--- config.mk ---
export PLATFORM = sky130hd
export DESIGN_NAME = long_latency_scoreboard_flat
export DESIGN_NICKNAME = d
export VERILOG_FILES = /design/src/rtl/long_latency_scoreboard_pkg.sv /design/src/rtl/long_latency_scoreboard_if.sv /design/src/rtl/long_latency_scoreboard_sb_operand_check.sv /design/src/rtl/long_latency_scoreboard.sv /design/src/flat_wrapper.sv
export SDC_FILE = /design/constraint.sdc
export NUM_CORES = 1
export LEC_CHECK = 0
export BUFFER_PORTS_ARGS = -buffer_cell sky130_fd_sc_hd__buf_4
export CAP_MARGIN = 20
export CORE_MARGIN = 5
export CORE_UTILIZATION = 61
export CTS_CLUSTER_SIZE = 25
export DETAILED_ROUTE_END_ITERATION = 8
export PLACE_DENSITY = 0.87
export RECOVER_POWER = 50
export SYNTH_ARGS = -nofsm -noshare
export SYNTH_HDL_FRONTEND = slang
export SYNTH_HIERARCHICAL = 1
export SYNTH_SLANG_ARGS = --single-unit
--- constraint.sdc ---
create_clock -name clk -period 9 [get_ports clk]
set_clock_uncertainty 0.05 [all_clocks]
set_input_delay 0.9 -clock clk [delete_from_list [all_inputs] [get_ports clk]]
set_output_delay 0.9 -clock clk [all_outputs]
set_load 0.01 [all_outputs]
--- src/rtl/long_latency_scoreboard_pkg.sv ---
// Shared types and constants for the long-latency register scoreboard.
package long_latency_scoreboard_pkg;

    localparam int unsigned REG_ADDR_W = 5;
    localparam int unsigned NUM_REGS   = 32;

    localparam logic [REG_ADDR_W-1:0] X0 = '0;

    typedef enum logic {
        SB_IDLE  = 1'b0,
        SB_DRAIN = 1'b1
    } sb_state_e;

endpackage

--- src/rtl/long_latency_scoreboard_if.sv ---
// ID-stage issue, out-of-band write-back and stall/bypass signals of the scoreboard.
interface long_latency_scoreboard_if
    import long_latency_scoreboard_pkg::*;
#(
    parameter int unsigned MAX_INFLIGHT = 4
) ();

    localparam int unsigned CNT_W = $clog2(MAX_INFLIGHT + 1);

    logic                  issue_valid;
    logic [REG_ADDR_W-1:0] issue_rs1;
    logic [REG_ADDR_W-1:0] issue_rs2;
    logic                  issue_use_rs1;
    logic                  issue_use_rs2;
    logic [REG_ADDR_W-1:0] issue_rd;
    logic                  issue_reg_write;
    logic                  issue_long;
    logic                  issue_drain;
    logic                  wb_valid;
    logic [REG_ADDR_W-1:0] wb_rd;
    logic                  stall;
    logic                  wb_bypass_rs1;
    logic                  wb_bypass_rs2;
    logic [NUM_REGS-1:0]   busy;
    logic [CNT_W-1:0]      inflight_count;

    modport master (
        output issue_valid, issue_rs1, issue_rs2, issue_use_rs1, issue_use_rs2,
               issue_rd, issue_reg_write, issue_long, issue_drain, wb_valid, wb_rd,
        input  stall, wb_bypass_rs1, wb_bypass_rs2, busy, inflight_count
    );

    modport slave (
        input  issue_valid, issue_rs1, issue_rs2, issue_use_rs1, issue_use_rs2,
               issue_rd, issue_reg_write, issue_long, issue_drain, wb_valid, wb_rd,
        output stall, wb_bypass_rs1, wb_bypass_rs2, busy, inflight_count
    );

endinterface

--- src/rtl/long_latency_scoreboard_sb_operand_check.sv ---
// Per-operand RAW hazard and write-back bypass evaluation against the pending vector.
module long_latency_scoreboard_sb_operand_check
    import long_latency_scoreboard_pkg::*;
(
    input  logic                  i_use,
    input  logic [REG_ADDR_W-1:0] i_rs,
    input  logic [NUM_REGS-1:0]   i_busy,
    input  logic                  i_wb_hit,
    input  logic [REG_ADDR_W-1:0] i_wb_rd,
    output logic                  o_raw,
    output logic                  o_bypass
);

    logic w_live;
    logic w_wb_match;

    assign w_live     = i_use && (i_rs != X0);
    // A write-back landing this cycle satisfies the operand through the bypass.
    assign w_wb_match = i_wb_hit && (i_wb_rd == i_rs);
    assign o_raw      = w_live && i_busy[i_rs] && !w_wb_match;
    assign o_bypass   = w_live && w_wb_match;

endmodule

--- src/rtl/long_latency_scoreboard.sv ---
// Tracks pending long-latency destination registers and decides ID-stage stalls and
// same-cycle write-back bypasses.
module long_latency_scoreboard
    import long_latency_scoreboard_pkg::*;
#(
    parameter int unsigned MAX_INFLIGHT = 4
) (
    input  logic                      clk,
    input  logic                      reset,
    long_latency_scoreboard_if.slave  sb
);

    localparam int unsigned CNT_W = $clog2(MAX_INFLIGHT + 1);

    sb_state_e           r_state;
    logic [NUM_REGS-1:0] r_busy;
    logic [CNT_W-1:0]    r_count;

    logic                w_wb_hit;
    logic                w_raw1;
    logic                w_raw2;
    logic                w_byp1;
    logic                w_byp2;
    logic                w_waw;
    logic                w_full;
    logic                w_drn;
    logic                w_stall;
    logic                w_set;
    logic [NUM_REGS-1:0] w_set_mask;
    logic [NUM_REGS-1:0] w_clr_mask;
    logic [NUM_REGS-1:0] w_busy_nxt;
    logic [CNT_W-1:0]    w_count_nxt;

    // Write-backs to registers that are not pending are ignored.
    assign w_wb_hit = sb.wb_valid && r_busy[sb.wb_rd];

    long_latency_scoreboard_sb_operand_check u_rs1_check (
        .i_use    (sb.issue_use_rs1),
        .i_rs     (sb.issue_rs1),
        .i_busy   (r_busy),
        .i_wb_hit (w_wb_hit),
        .i_wb_rd  (sb.wb_rd),
        .o_raw    (w_raw1),
        .o_bypass (w_byp1)
    );

    long_latency_scoreboard_sb_operand_check u_rs2_check (
        .i_use    (sb.issue_use_rs2),
        .i_rs     (sb.issue_rs2),
        .i_busy   (r_busy),
        .i_wb_hit (w_wb_hit),
        .i_wb_rd  (sb.wb_rd),
        .o_raw    (w_raw2),
        .o_bypass (w_byp2)
    );

    assign w_waw  = sb.issue_reg_write && (sb.issue_rd != X0) && r_busy[sb.issue_rd]
                    && !(w_wb_hit && (sb.wb_rd == sb.issue_rd));
    // A retiring write-back frees a slot in the same cycle, so capacity never blocks then.
    assign w_full = sb.issue_long && sb.issue_reg_write && (sb.issue_rd != X0)
                    && (r_count == CNT_W'(MAX_INFLIGHT)) && !w_wb_hit;
    assign w_drn  = sb.issue_drain && (r_count != '0);

    always_comb begin
        w_stall = 1'b0;
        if (r_state == SB_DRAIN) begin
            w_stall = 1'b1;
        end else begin
            w_stall = sb.issue_valid && (w_raw1 || w_raw2 || w_waw || w_full || w_drn);
        end
    end

    assign w_set = sb.issue_valid && !w_stall && sb.issue_long && sb.issue_reg_write
                   && (sb.issue_rd != X0);

    // Set wins over clear when issue and write-back target the same register.
    always_comb begin
        w_set_mask  = '0;
        w_clr_mask  = '0;
        w_count_nxt = r_count;
        if (w_set) begin
            w_set_mask[sb.issue_rd] = 1'b1;
        end
        if (w_wb_hit) begin
            w_clr_mask[sb.wb_rd] = 1'b1;
        end
        w_busy_nxt = (r_busy & ~w_clr_mask) | w_set_mask;
        case ({w_set, w_wb_hit})
            2'b10:   w_count_nxt = r_count + CNT_W'(1);
            2'b01:   w_count_nxt = r_count - CNT_W'(1);
            default: w_count_nxt = r_count;
        endcase
    end

    always_ff @(posedge clk or posedge reset) begin
        if (reset) begin
            r_state <= SB_IDLE;
            r_busy  <= '0;
            r_count <= '0;
        end else begin
            r_busy  <= w_busy_nxt;
            r_count <= w_count_nxt;
            case (r_state)
                SB_IDLE:  if (sb.issue_valid && w_drn) r_state <= SB_DRAIN;
                SB_DRAIN: if (r_count == '0) r_state <= SB_IDLE;
                default:  r_state <= SB_IDLE;
            endcase
        end
    end

    assign sb.stall          = w_stall;
    assign sb.wb_bypass_rs1  = w_byp1;
    assign sb.wb_bypass_rs2  = w_byp2;
    assign sb.busy           = r_busy;
    assign sb.inflight_count = r_count;

endmodule

--- src/flat_wrapper.sv ---
// flat-port wrapper written by rule: the top's interface ports become plain ports
module long_latency_scoreboard_flat import long_latency_scoreboard_pkg::*;
#(
    parameter int unsigned MAX_INFLIGHT = 4
)
  (clk, reset, sb_issue_valid, sb_issue_rs1, sb_issue_rs2, sb_issue_use_rs1, sb_issue_use_rs2, sb_issue_rd, sb_issue_reg_write, sb_issue_long, sb_issue_drain, sb_wb_valid, sb_wb_rd, sb_stall, sb_wb_bypass_rs1, sb_wb_bypass_rs2, sb_busy, sb_inflight_count);
  long_latency_scoreboard_if #(.MAX_INFLIGHT(MAX_INFLIGHT)) sb_i ();
  input  logic clk;
  input  logic reset;
  input wire logic [$bits(sb_i.issue_valid)-1:0] sb_issue_valid;
  input wire logic [$bits(sb_i.issue_rs1)-1:0] sb_issue_rs1;
  input wire logic [$bits(sb_i.issue_rs2)-1:0] sb_issue_rs2;
  input wire logic [$bits(sb_i.issue_use_rs1)-1:0] sb_issue_use_rs1;
  input wire logic [$bits(sb_i.issue_use_rs2)-1:0] sb_issue_use_rs2;
  input wire logic [$bits(sb_i.issue_rd)-1:0] sb_issue_rd;
  input wire logic [$bits(sb_i.issue_reg_write)-1:0] sb_issue_reg_write;
  input wire logic [$bits(sb_i.issue_long)-1:0] sb_issue_long;
  input wire logic [$bits(sb_i.issue_drain)-1:0] sb_issue_drain;
  input wire logic [$bits(sb_i.wb_valid)-1:0] sb_wb_valid;
  input wire logic [$bits(sb_i.wb_rd)-1:0] sb_wb_rd;
  output wire logic [$bits(sb_i.stall)-1:0] sb_stall;
  output wire logic [$bits(sb_i.wb_bypass_rs1)-1:0] sb_wb_bypass_rs1;
  output wire logic [$bits(sb_i.wb_bypass_rs2)-1:0] sb_wb_bypass_rs2;
  output wire logic [$bits(sb_i.busy)-1:0] sb_busy;
  output wire logic [$bits(sb_i.inflight_count)-1:0] sb_inflight_count;
  assign sb_i.issue_valid = sb_issue_valid;
  assign sb_i.issue_rs1 = sb_issue_rs1;
  assign sb_i.issue_rs2 = sb_issue_rs2;
  assign sb_i.issue_use_rs1 = sb_issue_use_rs1;
  assign sb_i.issue_use_rs2 = sb_issue_use_rs2;
  assign sb_i.issue_rd = sb_issue_rd;
  assign sb_i.issue_reg_write = sb_issue_reg_write;
  assign sb_i.issue_long = sb_issue_long;
  assign sb_i.issue_drain = sb_issue_drain;
  assign sb_i.wb_valid = sb_wb_valid;
  assign sb_i.wb_rd = sb_wb_rd;
  assign sb_stall = sb_i.stall;
  assign sb_wb_bypass_rs1 = sb_i.wb_bypass_rs1;
  assign sb_wb_bypass_rs2 = sb_i.wb_bypass_rs2;
  assign sb_busy = sb_i.busy;
  assign sb_inflight_count = sb_i.inflight_count;
  long_latency_scoreboard #(.MAX_INFLIGHT(MAX_INFLIGHT)) u_core (.clk(clk), .reset(reset), .sb(sb_i));
endmodule
Yosys cells after proc, flatten, opt, wreduce, memory -nomap -nowiden

Cells that the tools add are included.

Input port bits: 29
Output and inout bits: 38
Register bits after elaboration: 36

Muxes and demuxes: 19
$add $sub $neg: 2
Reduce and logical (&&, ||, !) cells: 43
Order comparisons: 6
Eq/ne operators: 6
Bitwise logic cells: 4

Operators by type and width:

| operator                                                                             | number |
|---|---|
| 32-bit two-way mux                                                                   | 2 |
| 32-bit bitwise AND                                                                   | 1 |
| 32-bit inverter                                                                      | 1 |
| 32-bit bitwise OR                                                                    | 1 |
| 1-bit logical AND                                                                    | 28 |
| 5-bit by 6-bit < comparator with 1-bit output (second input constant)                | 4 |
| 1-bit binary-select mux with 5-bit select                                            | 4 |
| 5-bit equality test                                                                  | 3 |
| 5-bit nonzero test                                                                   | 3 |
| 1-bit demux with 5-bit select                                                        | 2 |
| 5-bit by 1-bit greater-or-equal comparator with 1-bit output (second input constant) | 2 |
| 1-bit two-way mux                                                                    | 9 |
| 3-bit one-hot mux with 2 select lines                                                | 1 |
| 1-bit zero test                                                                      | 5 |
| 1-bit logical OR                                                                     | 4 |
| 3-bit by 1-bit adder with 3-bit output (second input constant)                       | 1 |
| 3-bit equality test (second input constant)                                          | 1 |
| 3-bit zero test                                                                      | 1 |
| 3-bit nonzero test                                                                   | 1 |
| 3-bit by 1-bit subtractor with 3-bit output (second input constant)                  | 1 |
| 2-bit by 1-bit equality test with 1-bit output (second input constant)               | 1 |
| 2-bit equality test (second input constant)                                          | 1 |
| 1-bit one-hot mux with 2 select lines                                                | 1 |
| 2-bit nonzero test                                                                   | 1 |
| 1-bit inverter                                                                       | 1 |

Logic depth before layout (Yosys ltp)

Depth after elaboration: 19
Gate-level depth with buffers: 20
Gate-level depth less buffers: 18

By module

Netlist, hierarchy kept.

By module, submodules not included:

| module                                   | instances | seq. area each (um2) | cells each | area an instance (um2) |
|---|---|---|---|---|
| long_latency_scoreboard                  | 1         | 900.9                | 255        | 2586.2 |
| long_latency_scoreboard_sb_operand_check | 2         | 0.0                  | 44         | 421.7 |

Worst setup path before layout

No wires, ideal clock.

Path type: input to register
From: input port sb_wb_rd[3]
To: register u_core.r_count[2] (netlist: u_core/sb.inflight_count[2])
Slack: 4.941 ns
Data arrival time: 3.930 ns
Buffers on the path: 1
Cell stages on the path: 19
Cell sequence: clkbuf_1 -> nand3b_1 -> o22ai_1 -> nor4b_1 -> o211ai_2 -> and2_1 -> a31o_2 -> nor4_1 -> nor2_1 -> o21ai_0 -> nor3b_1 -> and2_1 -> nand2b_1 -> ha_1 -> inv_1 -> fa_1 -> xor2_1 -> nor2_1 -> xor2_1

Longest elaborated chain between the ends: 19
Elaborated cells on any way between the ends: 32
Those cells by class: eq/ne (5); mux (4); reduce/logical (23)

Ends and longest elaborated chain:

| element                                                                                      | line                                           | text |
|---|---|---|
| from (decl)                                                                                  | flat_wrapper.sv:20                             | `input wire logic [$bits(sb_i.wb_rd)-1:0] sb_wb_rd;` |
| 1-bit binary-select mux with 5-bit select *                                                  | long_latency_scoreboard.sv:35                  | `assign w_wb_hit = sb.wb_valid && r_busy[sb.wb_rd];` |
| 1-bit two-way mux (implied by the code) *                                                    | long_latency_scoreboard.sv:35                  |  |
| 1-bit logical AND *                                                                          | long_latency_scoreboard.sv:35                  |  |
| named net u_core.w_wb_hit                                                                    | long_latency_scoreboard.sv:19                  | `logic w_wb_hit;` |
| 1-bit logical AND *                                                                          | long_latency_scoreboard_sb_operand_check.sv:19 | `assign w_wb_match = i_wb_hit && (i_wb_rd == i_rs);` |
| 1-bit zero test *                                                                            | long_latency_scoreboard_sb_operand_check.sv:20 | `assign o_raw = w_live && i_busy[i_rs] && !w_wb_match;` |
| 1-bit logical AND *                                                                          | long_latency_scoreboard_sb_operand_check.sv:20 |  |
| named net u_core.w_raw2                                                                      | long_latency_scoreboard.sv:21                  | `logic w_raw2;` |
| 1-bit logical OR * (4 in a row)                                                              | long_latency_scoreboard.sv:69                  | `w_stall = sb.issue_valid && (w_raw1 \|\| w_raw2 \|\| w_waw \|\| w_full \|\| w_drn);` |
| 1-bit logical AND *                                                                          | long_latency_scoreboard.sv:69                  |  |
| 1-bit two-way mux *                                                                          | long_latency_scoreboard.sv:66                  | `if (r_state == SB_DRAIN) begin` |
| 1-bit zero test *                                                                            | long_latency_scoreboard.sv:73                  | `assign w_set = sb.issue_valid && !w_stall && sb.issue_long && sb.issue_reg_write` |
| 1-bit logical AND * (3 in a row)                                                             | long_latency_scoreboard.sv:73                  |  |
| 1-bit logical AND *                                                                          | long_latency_scoreboard.sv:74                  | `&& (sb.issue_rd != X0);` |
| 2-bit by 1-bit equality test with 1-bit output / 2-bit equality test (equally long branches) | long_latency_scoreboard.sv:88                  | `case ({w_set, w_wb_hit})` |
| 3-bit one-hot mux with 2 select lines / 2-bit nonzero test (equally long branches)           | -                                              |  |
| to (signal assigned)                                                                         | long_latency_scoreboard.sv:102                 | `r_count <= w_count_nxt;` |
| to (decl)                                                                                    | long_latency_scoreboard.sv:17                  | `logic [CNT_W-1:0] r_count;` |

The timed path passes the listed nets; every way through them passes the cells marked *. The select of a mux whose other input is x is not followed.
A chain may end at the register's enable or synchronous reset.

Worst setup path after layout

From: input port sb_wb_rd[1]
To: register u_core.r_count[2] (netlist: u_core/sb.inflight_count[2])

The elaborated chain is that of the path after synthesis.

==> results.toml <==
[global_route]
antenna_found_initial = 0
grt_pass1_wl_um = 16900
grt_util_all_layers = 0.296
grt_pass1_vias = 3139
grt-ovfl-total = 0
grt_max_degree = 37

[drt]
drtAntennaViolNets = 0
wl_per_cell_um = 23.3
dr.pass1.iters = 6
drtIter0Drc = 651
drt-total-wl_um = 10700
drc = 0
num_vias = 3277
vias_per_cell = 7.12

[timing]
rsz0062_at_grt = "false"
worstMarginPinSlew_ps = 1910
setup_tns_ps = 0
period_share = 0.495
fmax_ghz = 0.225
maxSlewViolCount = 37
finalHoldViolations = 0
max_slew_margin = -0.274
period_needed_ps = 4450
setup_violations = 0

[floorplanning]
core_sq_um = 5470
fp.dieH_um = 85.0
fp.dieW_um = 85.0
placementRows = 27
dieArea_sq_um = 7220
io_pins = 67
start_util = 0.627

[setup_path]
crit_arrival_ps = 4610
r2r-start = "u_core/sb.busy[0]"
endpoint_kind = "register"
crit_type = "primary input to register"
cp-endpoint = "u_core/sb.inflight_count[2]"
startpoint_type = "primary input"
rr_endpoint = "u_core/sb.inflight_count[2]"
ff2ff_setup_slack_ps = 5050
required_ps = 9150
worstPathMaxFanout = 23
critPathLaunch = "sb_wb_rd[1]"
r2r_cells = 18

[clock_network]
cts_max_level = 2
postCtsHoldBufs = 0
cts-root-buf = "clkbuf_8"
cts.path.max_buffers = 2
cts_resized = 0
post-cts-setup-buffers = 0
cts_buffers = 5
clk_pin_slew_ps = 70
numClockSinks = 36
clk_latency_ps = 290
cts_tree = "built"

[synth]
synth_common_cells = "mux2i_1, dfrtp_1, o21ai_0"
synth_area_sq_um = 3430
synth_area_leader_cell = "dfrtp_1"
avgSynthCellArea_sq_um = 10.0
yosysWarnings = 6
synth_nets = 374
async_flop_share = 1.00
yosysMostFrequentCell = "mux2i_1"
netlist_top_cells_area = "dfrtp_1, mux2i_1, mux4_2"
ys_ff_latch = 36
ys.flop_type = "dfrtp_1"
synth_edf_count = 0
synth.distinct_cells = 60
netlist_instances = 343
synth_top_area_share = 0.263
ys_seq_area_frac = 0.263

[place]
dp.cells = 453
gp_congestion = 0.962
dpl.hpwl_um = 7290
port_buffers = 66

[power_and_ir_drop]
p_int_w = 0.000303
p_comb_frac = 0.337
pwr-share-clk = 0.225
switching_share = 0.379
pwr-share-seq = 0.438
ir_drop_mv = 0.108
power_switching_w = 0.000185
power-per-cell-area_nw_per_um2 = 128
leakagePower_nw = 1.57

[run_status]
status = "finished with violations"
violations = "capacitance limit, slew limit"

[job]
cap_violations = 1

[layout]
final_core_util = 0.696
antenna_cells = 0
synthToLayoutAreaGrowth_pct = 11.1
fill_cells = 425
final_nets = 419
drive_gt1_frac = 0.253
layoutNonFillerInstCount = 460

[min_path]
hold_class = "register to register"
state kept, by name, summed over array words and instances, names as in the netlist:
signal,count
u_core/sb.busy,32
u_core/sb.inflight_count,3
u_core/r_state,1
per-stage QoR:
stage                     power (W)  cell area, sq um  setup slack (ps)  hold slack [ps]
after floorplan            0.000317              3430              4940              436
after global placement     0.000378              3800              4620              477
after detailed placement   0.000385              3800              4330              490
after CTS                  0.000493              3890              4640              500
after global routing       0.000512              3810              4250              541
final                      0.000488              3810              4550              502
cell usage in the layout (no fill, tap or decap), drive strengths merged, types with 7 or more instances in the layout:
cell	n
buf	47
clkbuf	26
dfrtp	36
inv	8
mux2i	53
mux4	10
nand3	10
nand3b	11
nor2	12
o21ai	35
o22ai	8
o31ai	33
or3b	7
xor2	12
cell type report:
class,count,area [sq um],area share
multi-input combinational,269,2270,0.597
sequential,36,901,0.236
timing repair buffer,68,435,0.114
tap,72,90.1,0.0236
clock buffer,5,68.8,0.0181
inverter,8,30.0,0.00788
clock inverter,2,12.5,0.00328
per-layer routing:
layer	up-vias	share of wire	track usage
met5	-	0	0
met4	0	0.030	0.109
met3	35	0.11	0.0592
met2	258	0.48	0.471
met1	1562	0.38	0.398
li1	1422	-	-
power by group through the flow:
stage,clock network [W],registers [W],logic (W)
global route,0.000117,0.000215,0.000179
detailed placement,0,0.000214,0.000171
global placement,0,0.000214,0.000164
floorplan,0,0.000210,0.000107
finish,0.000110,0.000213,0.000164
CTS,0.000110,0.000212,0.000171
how the worst min path moves through the flow:
| stage | startpoint | end | depth (start not counted) |
|---|---|---|---|
| after global routing | u_core/r_state | u_core/r_state | 2 |
| after CTS | u_core/sb.inflight_count[0] | u_core/sb.inflight_count[0] | 1 |
| after detailed placement | u_core/sb.inflight_count[0] | u_core/sb.inflight_count[0] | 1 |
| final | u_core/sb.inflight_count[0] | u_core/sb.inflight_count[0] | 1 |
| after floorplan | u_core/r_state | u_core/r_state | 2 |
| after global placement | u_core/r_state | u_core/r_state | 2 |
critical path, cell delays in order:
cell and delay, ps:
buf_4 310, mux2i_1 230, nor4_1 70, nor4_1 420, o211ai_2 210, and2_1 290
a31o_2 220, nor4_1 230, nor2_1 90, o21ai_0 160, nor3b_1 120, and2_1 200
nand2b_1 70, ha_1 170, inv_1 70, fa_1 390, xor2_1 150, nor2_1 110
xor2_1 170
kinds of logic after synthesis:
| family | count (synthesis) | synth area share |
|---|---|---|
| AO/OA/AOI/OAI | 101 | 0.228 |
| adder cells (fa/ha/maj) | 2 | 0.00949 |
| flip-flops | 36 | 0.263 |
| buffers and inverters | 38 | 0.0744 |
| multiplexers | 63 | 0.220 |
| XOR/XNOR | 18 | 0.0460 |
| AND/OR/NAND/NOR | 85 | 0.159 |
Power figures use the tool's default switching activity.
